`config.mk`:
```
export PLATFORM = sky130hd
export DESIGN_NAME = sub_a_pipe_flat
export DESIGN_NICKNAME = d
export VERILOG_FILES = /design/src/rtl/sub_a_pipe_if.sv /design/src/rtl/sub_a_pipe.sv /design/src/flat_wrapper.sv
export SDC_FILE = /design/constraint.sdc
export NUM_CORES = 1
export LEC_CHECK = 0
export ABC_CLOCK_PERIOD_IN_PS = 1800
export CORE_MARGIN = 3
export CORE_UTILIZATION = 36
export DETAILED_ROUTE_END_ITERATION = 16
export GPL_TIMING_DRIVEN = 0
export HOLD_SLACK_MARGIN = 0.03
export SLEW_MARGIN = 10
export SYNTH_ARGS = -nofsm -noshare
export SYNTH_HDL_FRONTEND = slang
export SYNTH_SLANG_ARGS = --single-unit
```
`constraint.sdc`:
```
create_clock -name clk -period 1.8 [get_ports clk]
set_clock_uncertainty 0.2 [all_clocks]
set_input_delay 0.36 -clock clk [delete_from_list [all_inputs] [get_ports clk]]
set_output_delay 0.36 -clock clk [all_outputs]
set_load 0.02 [all_outputs]
```
`src/rtl/sub_a_pipe_if.sv`:
```
// Stream bundle for sub_a_pipe: operand/mode input side and result output side.
// slave = the pipe itself, master = the upstream/downstream environment.
interface sub_a_pipe_if #(
  parameter int LANES = 4,
  parameter int WIDTH = 8
);
  logic                     in_valid;
  logic                     in_ready;
  logic [1:0]               mode;
  logic [LANES*WIDTH-1:0]   in_a;
  logic [LANES*WIDTH-1:0]   in_b;
  logic [LANES*WIDTH-1:0]   in_c;
  logic                     out_valid;
  logic                     out_ready;
  logic [LANES*WIDTH-1:0]   out_res;
  logic [LANES-1:0]         out_carry;

  modport master (
    output in_valid, mode, in_a, in_b, in_c, out_ready,
    input  in_ready, out_valid, out_res, out_carry
  );

  modport slave (
    input  in_valid, mode, in_a, in_b, in_c, out_ready,
    output in_ready, out_valid, out_res, out_carry
  );
endinterface

```
`src/rtl/sub_a_pipe.sv`:
```
// Per-lane add/xor/or datapath in an elastic DEPTH-stage pipeline; result DEPTH cycles after accept.
// Bubbles collapse, so DEPTH entries fit; in_ready drops only when every stage is full and out_ready=0.
module sub_a_pipe #(
  parameter int LANES = 4,
  parameter int WIDTH = 8,
  parameter int DEPTH = 2,
  parameter int CNT_W = 16
) (
  input  logic              clk,
  input  logic              reset_n,
  input  logic              zero_tied,
  sub_a_pipe_if.slave       bus,
  output logic [CNT_W-1:0]  xfer_cnt,
  output logic              cnt_wrap,
  output logic              carry_seen
);
  localparam int DW = LANES * WIDTH;

  logic [DEPTH-1:0] r_vld;
  logic [DW-1:0]    r_res [DEPTH];
  logic [LANES-1:0] r_car [DEPTH];

  logic [DEPTH-1:0] w_open;
  logic             w_in_rdy;
  logic             w_in_fire;
  logic             w_out_fire;
  logic [DW-1:0]    w_res;
  logic [LANES-1:0] w_car;
  logic [WIDTH:0]   w_sum;

  // A stage can take a new entry if it, or any stage after it, is empty, or the tail drains.
  always_comb begin
    w_open = '0;
    for (int k = 0; k < DEPTH; k++) begin
      w_open[k] = bus.out_ready || (|((~r_vld) >> k));
    end
  end

  assign w_in_rdy   = !zero_tied && w_open[0];
  assign w_in_fire  = bus.in_valid && w_in_rdy;
  assign w_out_fire = r_vld[DEPTH-1] && bus.out_ready;

  assign bus.in_ready  = w_in_rdy;
  assign bus.out_valid = r_vld[DEPTH-1];
  assign bus.out_res   = r_res[DEPTH-1];
  assign bus.out_carry = r_car[DEPTH-1];

  always_comb begin
    w_res = '0;
    w_car = '0;
    w_sum = '0;
    for (int l = 0; l < LANES; l++) begin
      w_sum = {1'b0, bus.in_a[l*WIDTH +: WIDTH]} + {1'b0, bus.in_b[l*WIDTH +: WIDTH]};
      case (bus.mode)
        2'd0: begin
          w_res[l*WIDTH +: WIDTH] = w_sum[WIDTH-1:0];
          w_car[l]                = w_sum[WIDTH];
        end
        2'd1:    w_res[l*WIDTH +: WIDTH] = bus.in_b[l*WIDTH +: WIDTH] ^ bus.in_c[l*WIDTH +: WIDTH];
        2'd2:    w_res[l*WIDTH +: WIDTH] = bus.in_a[l*WIDTH +: WIDTH] ^ bus.in_c[l*WIDTH +: WIDTH];
        default: w_res[l*WIDTH +: WIDTH] = bus.in_a[l*WIDTH +: WIDTH] | bus.in_b[l*WIDTH +: WIDTH]
                                         | bus.in_c[l*WIDTH +: WIDTH];
      endcase
    end
  end

  always_ff @(posedge clk or negedge reset_n) begin
    if (!reset_n) begin
      r_vld      <= '0;
      for (int k = 0; k < DEPTH; k++) begin
        r_res[k] <= '0;
        r_car[k] <= '0;
      end
      xfer_cnt   <= '0;
      cnt_wrap   <= 1'b0;
      carry_seen <= 1'b0;
    end else if (zero_tied) begin
      // Flush wins over any handshake on the same edge; data registers are left as-is.
      r_vld      <= '0;
      xfer_cnt   <= '0;
      cnt_wrap   <= 1'b0;
      carry_seen <= 1'b0;
    end else begin
      if (w_open[0]) begin
        r_vld[0] <= w_in_fire;
        if (w_in_fire) begin
          r_res[0] <= w_res;
          r_car[0] <= w_car;
        end
      end
      for (int k = 1; k < DEPTH; k++) begin
        if (w_open[k]) begin
          r_vld[k] <= r_vld[k-1];
          if (r_vld[k-1]) begin
            r_res[k] <= r_res[k-1];
            r_car[k] <= r_car[k-1];
          end
        end
      end
      if (w_out_fire) begin
        xfer_cnt <= xfer_cnt + CNT_W'(1);
        if (&xfer_cnt) begin
          cnt_wrap <= 1'b1;
        end
        if (|r_car[DEPTH-1]) begin
          carry_seen <= 1'b1;
        end
      end
    end
  end
endmodule

```
`src/flat_wrapper.sv`:
```
// flat-port wrapper written by rule: the top's interface ports become plain ports
module sub_a_pipe_flat 
#(
  parameter int LANES = 4,
  parameter int WIDTH = 8,
  parameter int DEPTH = 2,
  parameter int CNT_W = 16
)
  (clk, reset_n, zero_tied, xfer_cnt, cnt_wrap, carry_seen, bus_in_valid, bus_mode, bus_in_a, bus_in_b, bus_in_c, bus_out_ready, bus_in_ready, bus_out_valid, bus_out_res, bus_out_carry);
  sub_a_pipe_if #(.LANES(LANES), .WIDTH(WIDTH)) bus_i ();
  input  logic clk;
  input  logic reset_n;
  input  logic zero_tied;
  output logic [CNT_W-1:0] xfer_cnt;
  output logic cnt_wrap;
  output logic carry_seen;
  input wire logic [$bits(bus_i.in_valid)-1:0] bus_in_valid;
  input wire logic [$bits(bus_i.mode)-1:0] bus_mode;
  input wire logic [$bits(bus_i.in_a)-1:0] bus_in_a;
  input wire logic [$bits(bus_i.in_b)-1:0] bus_in_b;
  input wire logic [$bits(bus_i.in_c)-1:0] bus_in_c;
  input wire logic [$bits(bus_i.out_ready)-1:0] bus_out_ready;
  output wire logic [$bits(bus_i.in_ready)-1:0] bus_in_ready;
  output wire logic [$bits(bus_i.out_valid)-1:0] bus_out_valid;
  output wire logic [$bits(bus_i.out_res)-1:0] bus_out_res;
  output wire logic [$bits(bus_i.out_carry)-1:0] bus_out_carry;
  assign bus_i.in_valid = bus_in_valid;
  assign bus_i.mode = bus_mode;
  assign bus_i.in_a = bus_in_a;
  assign bus_i.in_b = bus_in_b;
  assign bus_i.in_c = bus_in_c;
  assign bus_i.out_ready = bus_out_ready;
  assign bus_in_ready = bus_i.in_ready;
  assign bus_out_valid = bus_i.out_valid;
  assign bus_out_res = bus_i.out_res;
  assign bus_out_carry = bus_i.out_carry;
  sub_a_pipe #(.LANES(LANES), .WIDTH(WIDTH), .DEPTH(DEPTH), .CNT_W(CNT_W)) u_core (.clk(clk), .reset_n(reset_n), .zero_tied(zero_tied), .bus(bus_i), .xfer_cnt(xfer_cnt), .cnt_wrap(cnt_wrap), .carry_seen(carry_seen));
endmodule
```
After elaboration in Yosys (flattened, before gate mapping)

Cells that the tools add are included.

Add/sub/neg operators: 5
Equality and inequality tests: 2
Mux-type cells: 19
Bitwise logic cells: 18
Reduce and logical (&&, ||, !) cells: 19

Operator list:

| kind                                                | number |
|---|---|
| case mux 8 bit (3 select lines)                     | 4 |
| bitwise OR 8 bit                                    | 8 |
| XOR 8 bit                                           | 8 |
| adder 8 x 8 -> 9 bit                                | 4 |
| two-way mux 16 bit                                  | 2 |
| adder 16 x 1 -> 16 bit, second input constant       | 1 |
| AND reduction 16 bit                                | 1 |
| two-way mux 1 bit                                   | 12 |
| nonzero test 2 bit                                  | 5 |
| AND reduction 3 bit                                 | 2 |
| AND reduction 2 bit                                 | 2 |
| OR reduction 4 bit                                  | 1 |
| logical AND 1 bit                                   | 3 |
| equality test 2 x 1 -> 1 bit, second input constant | 1 |
| equality test 2 bit, second input constant          | 1 |
| zero test 2 bit                                     | 1 |
| logical OR 1 bit                                    | 2 |
| two-way mux 2 bit                                   | 1 |
| NOT 2 bit                                           | 1 |
| OR reduction 2 bit                                  | 1 |
| zero test 1 bit                                     | 1 |
| NOT 1 bit                                           | 1 |

Flip-flop bits (word level): 92
Input bits: 103
Output and inout bits: 56

Logic depth before layout (Yosys ltp)

Word-level depth: 7
Mapped depth: 9
Mapped depth without buffers: 8

Least setup slack after synthesis

Ideal clock, no wire load.

Path type: in2reg
Start: input port bus_in_b[24]
End: register u_core.r_res[62] (netlist name)
Setup time: 0.130 ns
Arrival: 1.791 ns
Path slack: -0.321 ns
Stages: 7
Buffers on the path: 0
Path through: ha_1 fa_1 a211o_1 a21oi_1 nor4_1 a211oi_1 a31oi_1

Cells in the longest elaborated chain, start to end: 2

RTL lines:

| element                         | line               | RTL |
|---|---|---|
| start, declared                 | flat_wrapper.sv:20 | `input wire logic [$bits(bus_i.in_b)-1:0] bus_in_b;` |
| adder 8 x 8 -> 9 bit            | sub_a_pipe.sv:53   | `w_sum = {1'b0, bus.in_a[l*WIDTH +: WIDTH]} + {1'b0, bus.in_b[l*WIDTH +: WIDTH]};` |
| case mux 8 bit (3 select lines) | sub_a_pipe.sv:54   | `case (bus.mode)` |
| end signal, assigned by index   | sub_a_pipe.sv:95   | `r_res[k] <= r_res[k-1];` |
| end, declared                   | sub_a_pipe.sv:20   | `logic [DW-1:0] r_res [DEPTH];` |

No other way between the ends.
A chain may end at the register's enable or synchronous reset.

Worst setup path after layout

Start: register u_core.r_vld[1]
End: register u_core.r_res[63] (netlist name)

Cells in the longest elaborated chain, start to end: 6

RTL lines:

| element                                | line             | RTL |
|---|---|---|
| start, declared                        | sub_a_pipe.sv:19 | `logic [DEPTH-1:0] r_vld;` |
| start signal, assigned by index        | sub_a_pipe.sv:93 | `r_vld[k] <= r_vld[k-1];` |
| NOT 2 bit *                            | sub_a_pipe.sv:35 | `w_open[k] = bus.out_ready \|\| (\|((~r_vld) >> k));` |
| OR reduction 2 bit *                   | sub_a_pipe.sv:35 |  |
| logical OR 1 bit *                     | sub_a_pipe.sv:35 |  |
| logical AND 1 bit                      | sub_a_pipe.sv:39 | `assign w_in_rdy = !zero_tied && w_open[0];` |
| logical AND 1 bit                      | sub_a_pipe.sv:40 | `assign w_in_fire = bus.in_valid && w_in_rdy;` |
| AND reduction 3 bit (no source line) * | --               |  |

Every way passes the cells marked *; elsewhere a longest branch is shown, timed or not.

==> results.txt <==
----------------------------------------------------
[Global route]
  Wire length of the first global-routing pass ... 37000 um
  Initial antenna violation count ... 4
  Global route overflow ... 0
  GRT Overall Usage ... 0.222
  Via count of the first global-routing pass ... 6477
  Pin count of the biggest net entering global routing ... 50

[Critical path]
  CP required ... 1.84 ns
  Type of the worst setup path ... reg -> reg
  Critical path fanouts, max ... 6
  Type of origin of the critical path ... register
  Worst path arrival time ... 1.96 ns
  Capturing element type of the critical path ... register
  Cell depth of the worst flop-to-flop path ... 6

[Yosys]
  Async SR Flop Fraction ... 1.00
  Mapped Area ... 7150 um2
  Prevailing post-synth register cell ... sky130_fd_sc_hd__dfrtp_1
  Cell type contributing the most total cell area after synthesis ... sky130_fd_sc_hd__dfrtp_1
  Most numerous cell in the Yosys netlist ... sky130_fd_sc_hd__dfrtp_1
  Biggest area contributors in the synthesized netlist ... sky130_fd_sc_hd__dfrtp_1, sky130_fd_sc_hd__ha_1, sky130_fd_sc_hd__mux2_2
  Fraction of the yosys area taken by sequential cells ... 0.322
  Synth unique cells ... 51
  Count of yosys warnings during synthesis ... 0
  Average footprint of a synthesized cell ... 9.13 um2
  Ranking of synthesized cells by instance count ... sky130_fd_sc_hd__dfrtp_1, sky130_fd_sc_hd__inv_1, sky130_fd_sc_hd__ha_1, sky130_fd_sc_hd__nand2_1, sky130_fd_sc_hd__o21ai_0
  Post-synth EDFFs ... 0
  Count of state elements after synthesis ... 92
  Share of the synthesized area in the top cell type ... 0.322
  Net count of the mapped netlist ... 959
  Post-synthesis instance total ... 784

[Detailed routing]
  Avg WL per Cell ... 19.3 um
  Vias/cell ... 5.20
  Antenna-violating nets left ... 0
  Overall via count from detail_route ... 6570
  Length of the first detailed-routing pass in iterations ... 5
  Detailed-route DRC error count ... 0
  Total wirelength of the detailed-routed design ... 24400 um
  Detailed Route Iter0 Violations ... 283

[Floorplanning]
  Core Area ... 19100 um2
  I/O pin count ... 159
  Die footprint ... 21600 um2
  Die Span Y ... 147 um
  Width of the die ... 147 um
  Initial cell density of the core ... 0.375
  Row cnt ... 50

[STA]
  Slew @ Worst Pin ... 0.730 ns
  Final worst slack ... -0.118 ns
  Fraction of the cycle the final worst path needs ... 1.07
  Final critical delay including setup and external delays ... 1.92 ns
  Count of endpoints failing hold in the final timing report ... 0
  Number of max-slew violations in the final report ... 0
  Total setup violations reported at the end of the flow ... 29
  Worst slew slack as a fraction of its limit ... 0.513
  Achievable clock frequency ... 521 MHz
  Setup repair after global routing missed its margin ... true

[Hold path]
  Worst hold-check path type ... in -> reg
  Hold Path Cell Cnt ... 2

[CTS]
  Deepest level of the CTS H-tree ... 3
  Number of clock sinks ... 92
  Clock Root Buffer ... sky130_fd_sc_hd__clkbuf_16
  Number of buffers created by CTS ... 9
  CTS tree ... yes
  Max Buffers Root-to-Sink ... 2
  Register clock-pin slew on the reported worst setup and hold paths ... 0.08 ns
  Clock insertion delay at the later pin of the skew report ... 0.36 ns

[Pwr]
  Standby leakage power ... 4.93 nW
  VDD IR max ... 0.000557 V
  Power density of the placed cells ... 728 nW/um2

[Place]
  Placed standard-cell area ... 9230 um2
  Last weighted congestion value of the routability-driven placer ... 0.853
  Port buffer count ... 158
  DP Wirelength ... 16400 um
  Setup slack at placement ... -1.36 ns

[Run status]
  Violations in the final reports ... negative setup slack
  Result of the run ... complete, but fails checks

[Final layout]
  Fin area ... 10700 um2
  Share of cells above drive strength 1 ... 0.314
  Final Net Count ... 1171
  Layout Area Growth over Synthesis ... 49.9%
  Utilization after layout ... 0.562

[Run]
  Max Cap Viol ... 0

----------------------------------------------------
-- placed cells by master, fill, tap and decap left out, drive strengths merged, types with 3 or more instances in the layout --
cell type      count
nor2b              4
nor2              46
xnor2             38
a211o              4
a31oi              7
mux2              38
a211oi             9
nand2             54
o31a               5
or3                6
nand4b            14
buf              105
xor2              15
nor3b              3
ha                68
or2                3
o31ai              3
nor4               4
dfrtp             92
a21o              10
clkdlybuf4s50     45
a21oi             37
dlymetal6s2s       4
inv               81
mux2i             34
nand3             13
dlygate4sd2       81
fa                 4
nand3b             6
nand2b             6
o21ai             62
a221oi            21
clkbuf            35
o21a               5
clkdlybuf4s15      8
nand4              5
nor3               6
-- repair_timing --
item | in CTS | in global routing
pin swaps | 58 | 39
gates resized for setup | 304 | 90
endpoints found under the hold margin | 48 | 0
setup endpoints to repair | 126 | 73
buffers inserted | 27 | 11
hold buffers | 1 | 0
gates cloned | 6 | 0
-- worst max-delay path, stage by stage (launching register included) --
cell,delay (ns)
sky130_fd_sc_hd__dfrtp_2,0.43
sky130_fd_sc_hd__and3b_4,0.21
sky130_fd_sc_hd__or3b_4,0.49
sky130_fd_sc_hd__buf_12,0.18
sky130_fd_sc_hd__nand2_4,0.05
sky130_fd_sc_hd__o21ai_2,0.05
sky130_fd_sc_hd__a41o_1,0.20
-- kinds of logic (layout without fill, tap and decap cells) --
kind of cell | count (synthesis) | in the layout | share of synthesized area
other | 0 | 2 | 0
AO/OA/AOI/OAI | 171 | 171 | 0.150
AND/OR/NAND/NOR | 178 | 178 | 0.128
buffers and inverters | 146 | 363 | 0.0983
adder cells (fa/ha/maj) | 72 | 72 | 0.130
XOR/XNOR | 53 | 53 | 0.0649
multiplexers | 72 | 72 | 0.107
flip-flops | 92 | 92 | 0.322
-- final timing paths --
check                                      start                    end  slack (ns)
worst max-delay path             u_core.r_vld[1]       u_core.r_res[63]       -0.12
worst min-delay path                   zero_tied     u_core.xfer_cnt[1]        0.28
worst max register to register   u_core.r_vld[1]       u_core.r_res[63]       -0.12
worst min register to register  u_core.r_res[33]       u_core.r_res[33]        0.29
max in group asynchronous                reset_n     u_core.xfer_cnt[5]        0.33
min in group asynchronous                reset_n  u_core.bus.out_res[3]        0.38
-- metal layers --
layer / vias up / routed length, um / global-route usage / part of all wire
met1: 3169 / 10800 / 0.291 / 0.44
li1: 3129 / - / - / -
met5: - / 41 / 0 / 0.0017
met3: 49 / 1590 / 0.0583 / 0.065
met4: 6 / 726 / 0.0676 / 0.030
met2: 217 / 11300 / 0.360 / 0.46
-- registers in the layout, indices dropped and copies added (netlist names) --
register / count
u_core.bus.out_res: 32
u_core.r_res: 32
u_core.xfer_cnt: 16
u_core.bus.out_carry: 4
u_core.r_car: 4
u_core.r_vld: 2
u_core.carry_seen: 1
u_core.cnt_wrap: 1
-- metrics by stage --
step / TNS [ns] / instances / hold WS, ns / power, mW
CTS: -1.55 / 1252 / 0.247 / 7.73
global placement: -397.37 / 1202 / 0.262 / 5.63
finish: -1.94 / 1263 / 0.284 / 7.81
floorplan: -1.17 / 784 / -0.136 / 4.44
detailed placement: -67.87 / 1203 / 0.249 / 5.66
global route: -3.75 / 1262 / 0.274 / 8.25
-- where the power goes --
group	leakage, nW	switching [mW]	total (mW)	internal, mW
Clock	0.138	0.937	1.93	0.998
Sequential	1.14	0.246	2.71	2.46
Combinational	3.65	1.52	3.16	1.64
Total	4.93	2.71	7.81	5.10
-- area by class of cell --
class | count | area (um2)
antenna | 2 | 5.00
buffer | 65 | 622
clock buffer | 10 | 239
clock inverter | 6 | 52.6
fill | 1708 | 8350
inverter | 78 | 293
multi-input combinational | 546 | 4930
sequential | 92 | 2310
tap | 260 | 325
timing repair buffer | 204 | 1950
No activity file was read; power rests on OpenSTA's default activity.
